===== config.mk =====
export PLATFORM = sky130hd
export DESIGN_NAME = clock_alarm_multi_flat
export DESIGN_NICKNAME = d
export VERILOG_FILES = /design/src/rtl/clock_alarm_multi_pkg.sv /design/src/rtl/clock_alarm_multi_if.sv /design/src/rtl/clock_alarm_multi_channel.sv /design/src/rtl/clock_alarm_multi.sv /design/src/flat_wrapper.sv
export SDC_FILE = /design/constraint.sdc
export NUM_CORES = 1
export LEC_CHECK = 0
export BUFFER_PORTS_ARGS = -buffer_cell sky130_fd_sc_hd__buf_4
export CAP_MARGIN = 5
export CELL_PAD_IN_SITES_DETAIL_PLACEMENT = 1
export CELL_PAD_IN_SITES_GLOBAL_PLACEMENT = 1
export CORE_ASPECT_RATIO = 2
export CORE_MARGIN = 3
export CORE_UTILIZATION = 30
export DETAILED_ROUTE_END_ITERATION = 16
export GPL_TIMING_DRIVEN = 0
export MAX_ROUTING_LAYER = met4
export PLACE_DENSITY = 0.72
export SLEW_MARGIN = 25
export SYNTH_ARGS = -nofsm -noshare
export SYNTH_HDL_FRONTEND = slang
export SYNTH_SLANG_ARGS = --single-unit

===== constraint.sdc =====
create_clock -name clk_fast -period 2.1 [get_ports clk_fast]
set_input_delay 0 -clock clk_fast [delete_from_list [all_inputs] [get_ports clk_fast]]
set_output_delay 0 -clock clk_fast [all_outputs]
set_load 0.005 [all_outputs]

===== src/rtl/clock_alarm_multi_pkg.sv =====
// Shared definitions for the multi-channel alarm: time-vector layout,
// channel state encoding and sizing helpers.
// Contents: TIME_W and field offsets, alarm_state_t, cnt_width(), pack_time().
package clock_alarm_pkg;

  // Time vector layout: {pm, hours_msd, hours_lsd, minutes_msd, minutes_lsd}
  localparam int TIME_W      = 17;
  localparam int MIN_LSD_LSB = 0;
  localparam int MIN_MSD_LSB = 4;
  localparam int HR_LSD_LSB  = 8;
  localparam int HR_MSD_LSB  = 12;
  localparam int PM_BIT      = 16;
  localparam int SECS_W      = 8;

  typedef enum logic [1:0] {
    IDLE   = 2'd0,
    RING   = 2'd1,
    SNOOZE = 2'd2
  } alarm_state_t;

  // Width of a down-counter holding the longer of the two durations in seconds.
  function automatic int cnt_width(input int ring_min, input int snooze_min);
    int max_min;
    max_min = (ring_min > snooze_min) ? ring_min : snooze_min;
    return $clog2(max_min * 60 + 1);
  endfunction

  // Assemble a time vector from its BCD fields.
  function automatic logic [TIME_W-1:0] pack_time(input logic       pm,
                                                  input logic [3:0] h_msd,
                                                  input logic [3:0] h_lsd,
                                                  input logic [3:0] m_msd,
                                                  input logic [3:0] m_lsd);
    logic [TIME_W-1:0] t;
    t                      = '0;
    t[PM_BIT]              = pm;
    t[HR_MSD_LSB  +: 4]    = h_msd;
    t[HR_LSD_LSB  +: 4]    = h_lsd;
    t[MIN_MSD_LSB +: 4]    = m_msd;
    t[MIN_LSD_LSB +: 4]    = m_lsd;
    return t;
  endfunction

endpackage


===== src/rtl/clock_alarm_multi_if.sv =====
// Alarm bus: time/control inputs towards the alarm block and its status outputs.
// master drives time, alarm settings and pulses; slave (the alarm) drives
// ringing, snoozed, display_en and beep.
interface clock_alarm_multi_if import clock_alarm_pkg::*; #(
  parameter int NUM_ALARMS = 2
) ();

  logic                         tick_1hz;
  logic                         en;
  logic [NUM_ALARMS-1:0]        ch_en;
  logic [TIME_W-1:0]            clock_time;
  logic [SECS_W-1:0]            clock_seconds;
  logic [TIME_W*NUM_ALARMS-1:0] alarm_time;
  logic                         alarm_reset;
  logic                         snooze;
  logic [NUM_ALARMS-1:0]        ringing;
  logic [NUM_ALARMS-1:0]        snoozed;
  logic                         display_en;
  logic                         beep;

  modport master (
    output tick_1hz, en, ch_en, clock_time, clock_seconds, alarm_time,
           alarm_reset, snooze,
    input  ringing, snoozed, display_en, beep
  );

  modport slave (
    input  tick_1hz, en, ch_en, clock_time, clock_seconds, alarm_time,
           alarm_reset, snooze,
    output ringing, snoozed, display_en, beep
  );

endinterface


===== src/rtl/clock_alarm_multi_channel.sv =====
// One alarm channel: time compare, IDLE/RING/SNOOZE FSM and seconds down-counter.
// Latency: ringing/snoozed change on the clock edge that samples the event.
// Backpressure: none; tick, snooze and dismiss are single-cycle strobes.
// Ports: clk_fast, reset_n, tick_1hz, en, ch_en, clock_time, clock_seconds,
//        alarm_time, alarm_reset, snooze -> ringing, snoozed, ring_next.
module alarm_channel import clock_alarm_pkg::*; #(
  parameter int RING_MIN   = 5,
  parameter int SNOOZE_MIN = 9
) (
  input  logic              clk_fast,
  input  logic              reset_n,
  input  logic              tick_1hz,
  input  logic              en,
  input  logic              ch_en,
  input  logic [TIME_W-1:0] clock_time,
  input  logic [SECS_W-1:0] clock_seconds,
  input  logic [TIME_W-1:0] alarm_time,
  input  logic              alarm_reset,
  input  logic              snooze,
  output logic              ringing,
  output logic              snoozed,
  output logic              ring_next
);

  localparam int               CNT_W       = cnt_width(RING_MIN, SNOOZE_MIN);
  localparam logic [CNT_W-1:0] RING_LOAD   = CNT_W'(RING_MIN * 60);
  localparam logic [CNT_W-1:0] SNOOZE_LOAD = CNT_W'(SNOOZE_MIN * 60);
  localparam logic [CNT_W-1:0] CNT_ONE     = CNT_W'(1);

  alarm_state_t     state, state_nxt;
  logic [CNT_W-1:0] cnt, cnt_nxt;
  logic             trigger;

  // Seconds == 00 on a tick makes this fire once per matching minute.
  assign trigger = tick_1hz && en && ch_en &&
                   (clock_time == alarm_time) && (clock_seconds == 8'h00);

  always_ff @(posedge clk_fast or negedge reset_n) begin
    if (!reset_n) begin
      state <= IDLE;
      cnt   <= '0;
    end else begin
      state <= state_nxt;
      cnt   <= cnt_nxt;
    end
  end

  // Priority: disable > dismiss > snooze > tick-driven expiry/trigger.
  always_comb begin
    state_nxt = state;
    cnt_nxt   = cnt;
    if (!en || !ch_en) begin
      state_nxt = IDLE;
      cnt_nxt   = '0;
    end else if (alarm_reset) begin
      state_nxt = IDLE;
      cnt_nxt   = '0;
    end else if (snooze && (state == RING)) begin
      // Loads the full snooze time even if a tick lands in this cycle.
      state_nxt = SNOOZE;
      cnt_nxt   = SNOOZE_LOAD;
    end else begin
      case (state)
        IDLE: begin
          if (trigger) begin
            state_nxt = RING;
            cnt_nxt   = RING_LOAD;
          end
        end
        RING: begin
          // A fresh trigger while ringing is ignored (no reload).
          if (tick_1hz) begin
            if (cnt == CNT_ONE) begin
              state_nxt = IDLE;
              cnt_nxt   = '0;
            end else begin
              cnt_nxt = cnt - CNT_ONE;
            end
          end
        end
        SNOOZE: begin
          if (tick_1hz) begin
            if (cnt == CNT_ONE) begin
              state_nxt = RING;
              cnt_nxt   = RING_LOAD;
            end else begin
              cnt_nxt = cnt - CNT_ONE;
            end
          end
        end
        default: begin
          state_nxt = IDLE;
          cnt_nxt   = '0;
        end
      endcase
    end
  end

  assign ringing   = (state == RING);
  assign snoozed   = (state == SNOOZE);
  // Lets the top register its outputs on the same edge as the channel state.
  assign ring_next = (state_nxt == RING);

endmodule


===== src/rtl/clock_alarm_multi.sv =====
// Multi-channel alarm: NUM_ALARMS channels plus shared blink phase and beep tone.
// Latency: all outputs registered, updating on the edge that samples the event.
// Backpressure: none; driven by a 1-cycle 1 Hz tick and single-cycle pulses.
// Ports: clk_fast, reset_n (async, active low), io (slave side of the alarm bus).
module clock_alarm_multi import clock_alarm_pkg::*; #(
  parameter int NUM_ALARMS = 2,
  parameter int RING_MIN   = 5,
  parameter int SNOOZE_MIN = 9,
  parameter int BEEP_DIV   = 1024
) (
  input  logic                clk_fast,
  input  logic                reset_n,
  clock_alarm_multi_if.slave  io
);

  localparam int               DIV_W    = (BEEP_DIV > 1) ? $clog2(BEEP_DIV) : 1;
  localparam logic [DIV_W-1:0] DIV_LAST = DIV_W'(BEEP_DIV - 1);

  logic [NUM_ALARMS-1:0] ring_q;
  logic [NUM_ALARMS-1:0] snz_q;
  logic [NUM_ALARMS-1:0] ring_nxt;
  logic                  any_ring_nxt;

  for (genvar gi = 0; gi < NUM_ALARMS; gi++) begin : g_ch
    alarm_channel #(
      .RING_MIN   (RING_MIN),
      .SNOOZE_MIN (SNOOZE_MIN)
    ) u_ch (
      .clk_fast      (clk_fast),
      .reset_n       (reset_n),
      .tick_1hz      (io.tick_1hz),
      .en            (io.en),
      .ch_en         (io.ch_en[gi]),
      .clock_time    (io.clock_time),
      .clock_seconds (io.clock_seconds),
      .alarm_time    (io.alarm_time[gi*TIME_W +: TIME_W]),
      .alarm_reset   (io.alarm_reset),
      .snooze        (io.snooze),
      .ringing       (ring_q[gi]),
      .snoozed       (snz_q[gi]),
      .ring_next     (ring_nxt[gi])
    );
  end

  assign io.ringing = ring_q;
  assign io.snoozed = snz_q;
  assign any_ring_nxt = |ring_nxt;

  logic             blink_phase, phase_nxt;
  logic [DIV_W-1:0] div_cnt, div_nxt;
  logic             tone, tone_nxt;
  logic             display_en_q, beep_q;

  // Everything below is computed from the channels' next state so that
  // display_en and beep always agree with the ringing flags of the same cycle
  // (e.g. en=0 blanks the beep on the very edge ringing drops).
  always_comb begin
    phase_nxt = blink_phase;
    div_nxt   = div_cnt;
    tone_nxt  = tone;
    if (!any_ring_nxt) begin
      // Phase held at 0 while silent, so the trigger tick flips it to 1.
      phase_nxt = 1'b0;
      div_nxt   = '0;
      tone_nxt  = 1'b0;
    end else begin
      if (io.tick_1hz) begin
        phase_nxt = ~blink_phase;
      end
      if (div_cnt == DIV_LAST) begin
        div_nxt  = '0;
        tone_nxt = ~tone;
      end else begin
        div_nxt = div_cnt + DIV_W'(1);
      end
    end
  end

  always_ff @(posedge clk_fast or negedge reset_n) begin
    if (!reset_n) begin
      blink_phase  <= 1'b0;
      div_cnt      <= '0;
      tone         <= 1'b0;
      display_en_q <= 1'b1;
      beep_q       <= 1'b0;
    end else begin
      blink_phase  <= phase_nxt;
      div_cnt      <= div_nxt;
      tone         <= tone_nxt;
      display_en_q <= ~(any_ring_nxt && phase_nxt);
      beep_q       <= tone_nxt && phase_nxt && any_ring_nxt;
    end
  end

  assign io.display_en = display_en_q;
  assign io.beep       = beep_q;

endmodule


===== src/flat_wrapper.sv =====
// flat-port wrapper written by rule: the top's interface ports become plain ports
module clock_alarm_multi_flat import clock_alarm_pkg::*;
#(
  parameter int NUM_ALARMS = 2,
  parameter int RING_MIN   = 5,
  parameter int SNOOZE_MIN = 9,
  parameter int BEEP_DIV   = 1024
)
  (clk_fast, reset_n, io_tick_1hz, io_en, io_ch_en, io_clock_time, io_clock_seconds, io_alarm_time, io_alarm_reset, io_snooze, io_ringing, io_snoozed, io_display_en, io_beep);
  clock_alarm_multi_if #(.NUM_ALARMS(NUM_ALARMS)) io_i ();
  input  logic clk_fast;
  input  logic reset_n;
  input wire logic [$bits(io_i.tick_1hz)-1:0] io_tick_1hz;
  input wire logic [$bits(io_i.en)-1:0] io_en;
  input wire logic [$bits(io_i.ch_en)-1:0] io_ch_en;
  input wire logic [$bits(io_i.clock_time)-1:0] io_clock_time;
  input wire logic [$bits(io_i.clock_seconds)-1:0] io_clock_seconds;
  input wire logic [$bits(io_i.alarm_time)-1:0] io_alarm_time;
  input wire logic [$bits(io_i.alarm_reset)-1:0] io_alarm_reset;
  input wire logic [$bits(io_i.snooze)-1:0] io_snooze;
  output wire logic [$bits(io_i.ringing)-1:0] io_ringing;
  output wire logic [$bits(io_i.snoozed)-1:0] io_snoozed;
  output wire logic [$bits(io_i.display_en)-1:0] io_display_en;
  output wire logic [$bits(io_i.beep)-1:0] io_beep;
  assign io_i.tick_1hz = io_tick_1hz;
  assign io_i.en = io_en;
  assign io_i.ch_en = io_ch_en;
  assign io_i.clock_time = io_clock_time;
  assign io_i.clock_seconds = io_clock_seconds;
  assign io_i.alarm_time = io_alarm_time;
  assign io_i.alarm_reset = io_alarm_reset;
  assign io_i.snooze = io_snooze;
  assign io_ringing = io_i.ringing;
  assign io_snoozed = io_i.snoozed;
  assign io_display_en = io_i.display_en;
  assign io_beep = io_i.beep;
  clock_alarm_multi #(.NUM_ALARMS(NUM_ALARMS), .RING_MIN(RING_MIN), .SNOOZE_MIN(SNOOZE_MIN), .BEEP_DIV(BEEP_DIV)) u_core (.clk_fast(clk_fast), .reset_n(reset_n), .io(io_i));
endmodule

==> flow_metrics.tcl <==
set metrics [dict create \
    finalInstanceArea_um2 3870 \
    wl_per_cell_um 18.1 \
    drt_iter0_drc 89 \
    fmax_mhz 496 \
    synth_area_leaders "dfrtp_1 (32%), xor2_1 (11%), nor2_1 (3.9%)" \
    rows 49 \
    synth_area_um2 2860 \
    cts_buffers 5 \
    grt_pass1_vias 3077 \
    initial_utilization_pct 31.3 \
    min_path_type "input pin to flip-flop" \
    p_per_area_nw_per_um2 479 \
    timing.hold.ws_ns 0.0888 \
    end_kind "flip-flop" \
    fin_util_pct 42.4 \
    ys_seq_area_share_pct 33.3 \
    grt-ovfl-total 0 \
    ioPinCount 73 \
    cts_tree "built" \
    antenna_cells 0 \
    finalHoldViolations 0 \
    postSynthAreaPerCell_um2 9.18 \
    numClockSinks 38 \
    final.setup.tns_ns 0 \
    firstDrtPassIters 4 \
    cts-root-buf "clkbuf_16" \
    synthCells 311 \
    slew_headroom_pct 61.6 \
    required_ns 2.31 \
    arrival_ns 2.23 \
    synth_common_cells "dfrtp_1 (37), xor2_1 (35), nor2_1 (30), a21oi_1 (17), nand2_1 (17)" \
    grt_max_degree 39 \
    p_leak_nw 1.61 \
    placed_area_um2 3520 \
    fillers 1054 \
    fin_crit_sh_pct 96.0 \
    worstSetupStartpointType "flip-flop" \
    reg2regPathDepth 8 \
    die_y_um 144 \
    gp_congestion 0.866 \
    ys.flop_type "dfrtp_1" \
    worst_pin_slew_ns 0.573 \
    r2r-end "u_core.io.display_en" \
    max_stage_delay_ns 0.38 \
    hold_start "io_alarm_reset" \
    synth.most_common_cell "dfrtp_1" \
    area_delta_synth_final_pct 35.5 \
    crit_family "simple AND/OR/NAND/NOR gates" \
    antenna_found_initial 0 \
    vdd_drop_max_mv 0.268 \
    via_per_inst 5.42 \
    postRouteAntennaNets 0 \
    r2r_setup_slack_ns 0.08 \
    drc 0 \
    grt_pass1_wl_um 14600 \
    synth_top_area_cell "dfrtp_1" \
    clk-insertion-delay-late_ns 0.28 \
    total_power_mw 1.85 \
    synth_top_area_share_pct 32.4 \
    critical_path.cell_chain "inv_2 -> ha_2 -> nor3b_4 -> nand4_1 -> a211oi_4 -> a22oi_2 -> buf_6 -> or2_1" \
    r2r-start "u_core.g_ch[1].u_ch.cnt[1]" \
    synth-async-reset-ratio_pct 100 \
    htree_levels 2 \
    die_x_um 75 \
    clkSlewWorstSetupHoldPaths_ns 0.06 \
    synth.distinct_cells 58 \
    ys_warn_count 0 \
    min_to "u_core.g_ch[1].u_ch.cnt[4]" \
    syn_nets 383 \
    drv_cap 0 \
    totalWireLength_um 9100 \
    crit_type "flip-flop to flip-flop" \
    worst-path-buf-inv 2 \
    die-area_um2 10800 \
    coreArea_um2 9140 \
    path_max_fanout 6 \
    finalSetupViolCount 0 \
    fin_skew_ns 0.00594 \
    synth-seq-cells 38 \
    final_layout_size_suffix_gt1_share_pct 35.7 \
    portBuffers 71 \
    maxSlewViolCount 0 \
    crit_slowest_cell "dfrtp_1" \
    nets 472 \
    fin_crit_ns 2.02 \
    num_vias 2724 \
    clockBufferDepth 2 \
    min_path_cells 3 \
    synth_edf_count 0 \
    status "completed" \
    dp_hpwl_um 7180 \
    grtUsageTotal_pct 18.0 \
]
-- power by group --
part,total (mW),switching [mW],internal (mW)
clock,0.890,0.297,0.593
combinational,0.230,0.108,0.122
sequential,0.732,0.00000000131,0.732
-- layout make-up --
cell class | instances | area (um^2) | area share (%)
well taps | 102 | 128 | 3.30
repair buffers | 82 | 626 | 16.2
clock inverters | 1 | 30.0 | 0.776
inverters | 10 | 37.5 | 0.970
clock buffers | 7 | 143 | 3.69
plain buffers | 8 | 62.6 | 1.62
multi-input cells | 255 | 1890 | 48.8
flip-flops and latches | 38 | 957 | 24.7
-- repair_timing --
action | 4_1_cts | 5_1_grt
gates cloned | 1 | 0
hold buffers | 1 | 0
setup endpoints to repair | 18 | 19
endpoints found under the hold margin | 37 | 0
pin swaps | 4 | 10
setup buffers | 7 | 2
gates resized for setup | 14 | 12
-- layer usage --
metal / track usage (%) / part of all wire (%) / vias up
li1: - / - / 1309
met1: 16.3 / 33 / 1328
met2: 35.2 / 60 / 63
met3: 2.16 / 2.8 / 24
met4: 7.60 / 3.7 / 0
met5: - / 0 / -
-- how the worst max path moves through the flow --
stage | startpoint | endpoint | slack [ns] | depth (start not counted)
after global placement | u_core.g_ch[1].u_ch.cnt[1] | u_core.blink_phase | -0.14 | 9
after floorplan | u_core.g_ch[1].u_ch.cnt[1] | u_core.blink_phase | 0.24 | 9
after global routing | u_core.g_ch[1].u_ch.cnt[0] | u_core.g_ch[1].u_ch.cnt[6] | -0.03 | 7
after detailed placement | u_core.g_ch[1].u_ch.cnt[1] | u_core.blink_phase | -0.23 | 9
final | u_core.g_ch[1].u_ch.cnt[1] | u_core.io.display_en | 0.08 | 8
after CTS | u_core.g_ch[0].u_ch.cnt[0] | u_core.blink_phase | -0.01 | 8
-- cell families (layout without fill, tap and decap cells) --
kind of cell | after synthesis | after routing | share of synthesized area (%)
adders and majority gates | 5 | 5 | 2.19
xor gates and xnor gates | 47 | 47 | 14.4
and+or+nand+nor | 130 | 130 | 27.9
muxes | 7 | 7 | 2.63
buffers and inverters | 18 | 108 | 3.50
AOI/OAI and AO/OA | 66 | 66 | 16.0
DFF | 38 | 38 | 33.3
-- worst min-delay path, stage by stage --
cell and delay [ns]:
buf_4 0.10, or2_2 0.17, a31oi_1 0.06
-- through the flow --
step	worst slack [ns]	instances
2_1_floorplan	0.237	311
3_3_place_gp	-0.143	484
3_5_place_dp	-0.235	484
4_1_cts	-0.0117	501
5_1_grt	-0.0283	503
6_report	0.0835	503
-- flip-flops by register name, indices dropped and copies added, names as in the netlist --
name / flops
u_core.io.beep: 1
u_core.g_ch.u_ch.state: 4
u_core.blink_phase: 1
u_core.io.display_en: 1
u_core.g_ch.u_ch.cnt: 20
u_core.tone: 1
u_core.div_cnt: 10
-- layout by cell type (no fill, tap or decap), types with 3 or more instances in the layout --
cell	instances
a211oi_1	3
a21oi_1	17
a31oi_1	7
and2_1	3
buf_4	83
buf_6	4
clkbuf_16	5
dfrtp_1	33
dfrtp_2	4
ha_1	3
inv_1	8
mux2i_1	6
nand2_1	14
nand3_1	11
nand4_1	13
nand4b_1	4
nor2_1	29
nor2_2	10
nor2b_1	3
nor3_1	4
nor4_1	6
nor4_4	4
o21ai_0	11
o31ai_1	4
o41ai_1	4
xnor2_1	12
xor2_1	35
Note: power is estimated with default switching activity, not from simulation.
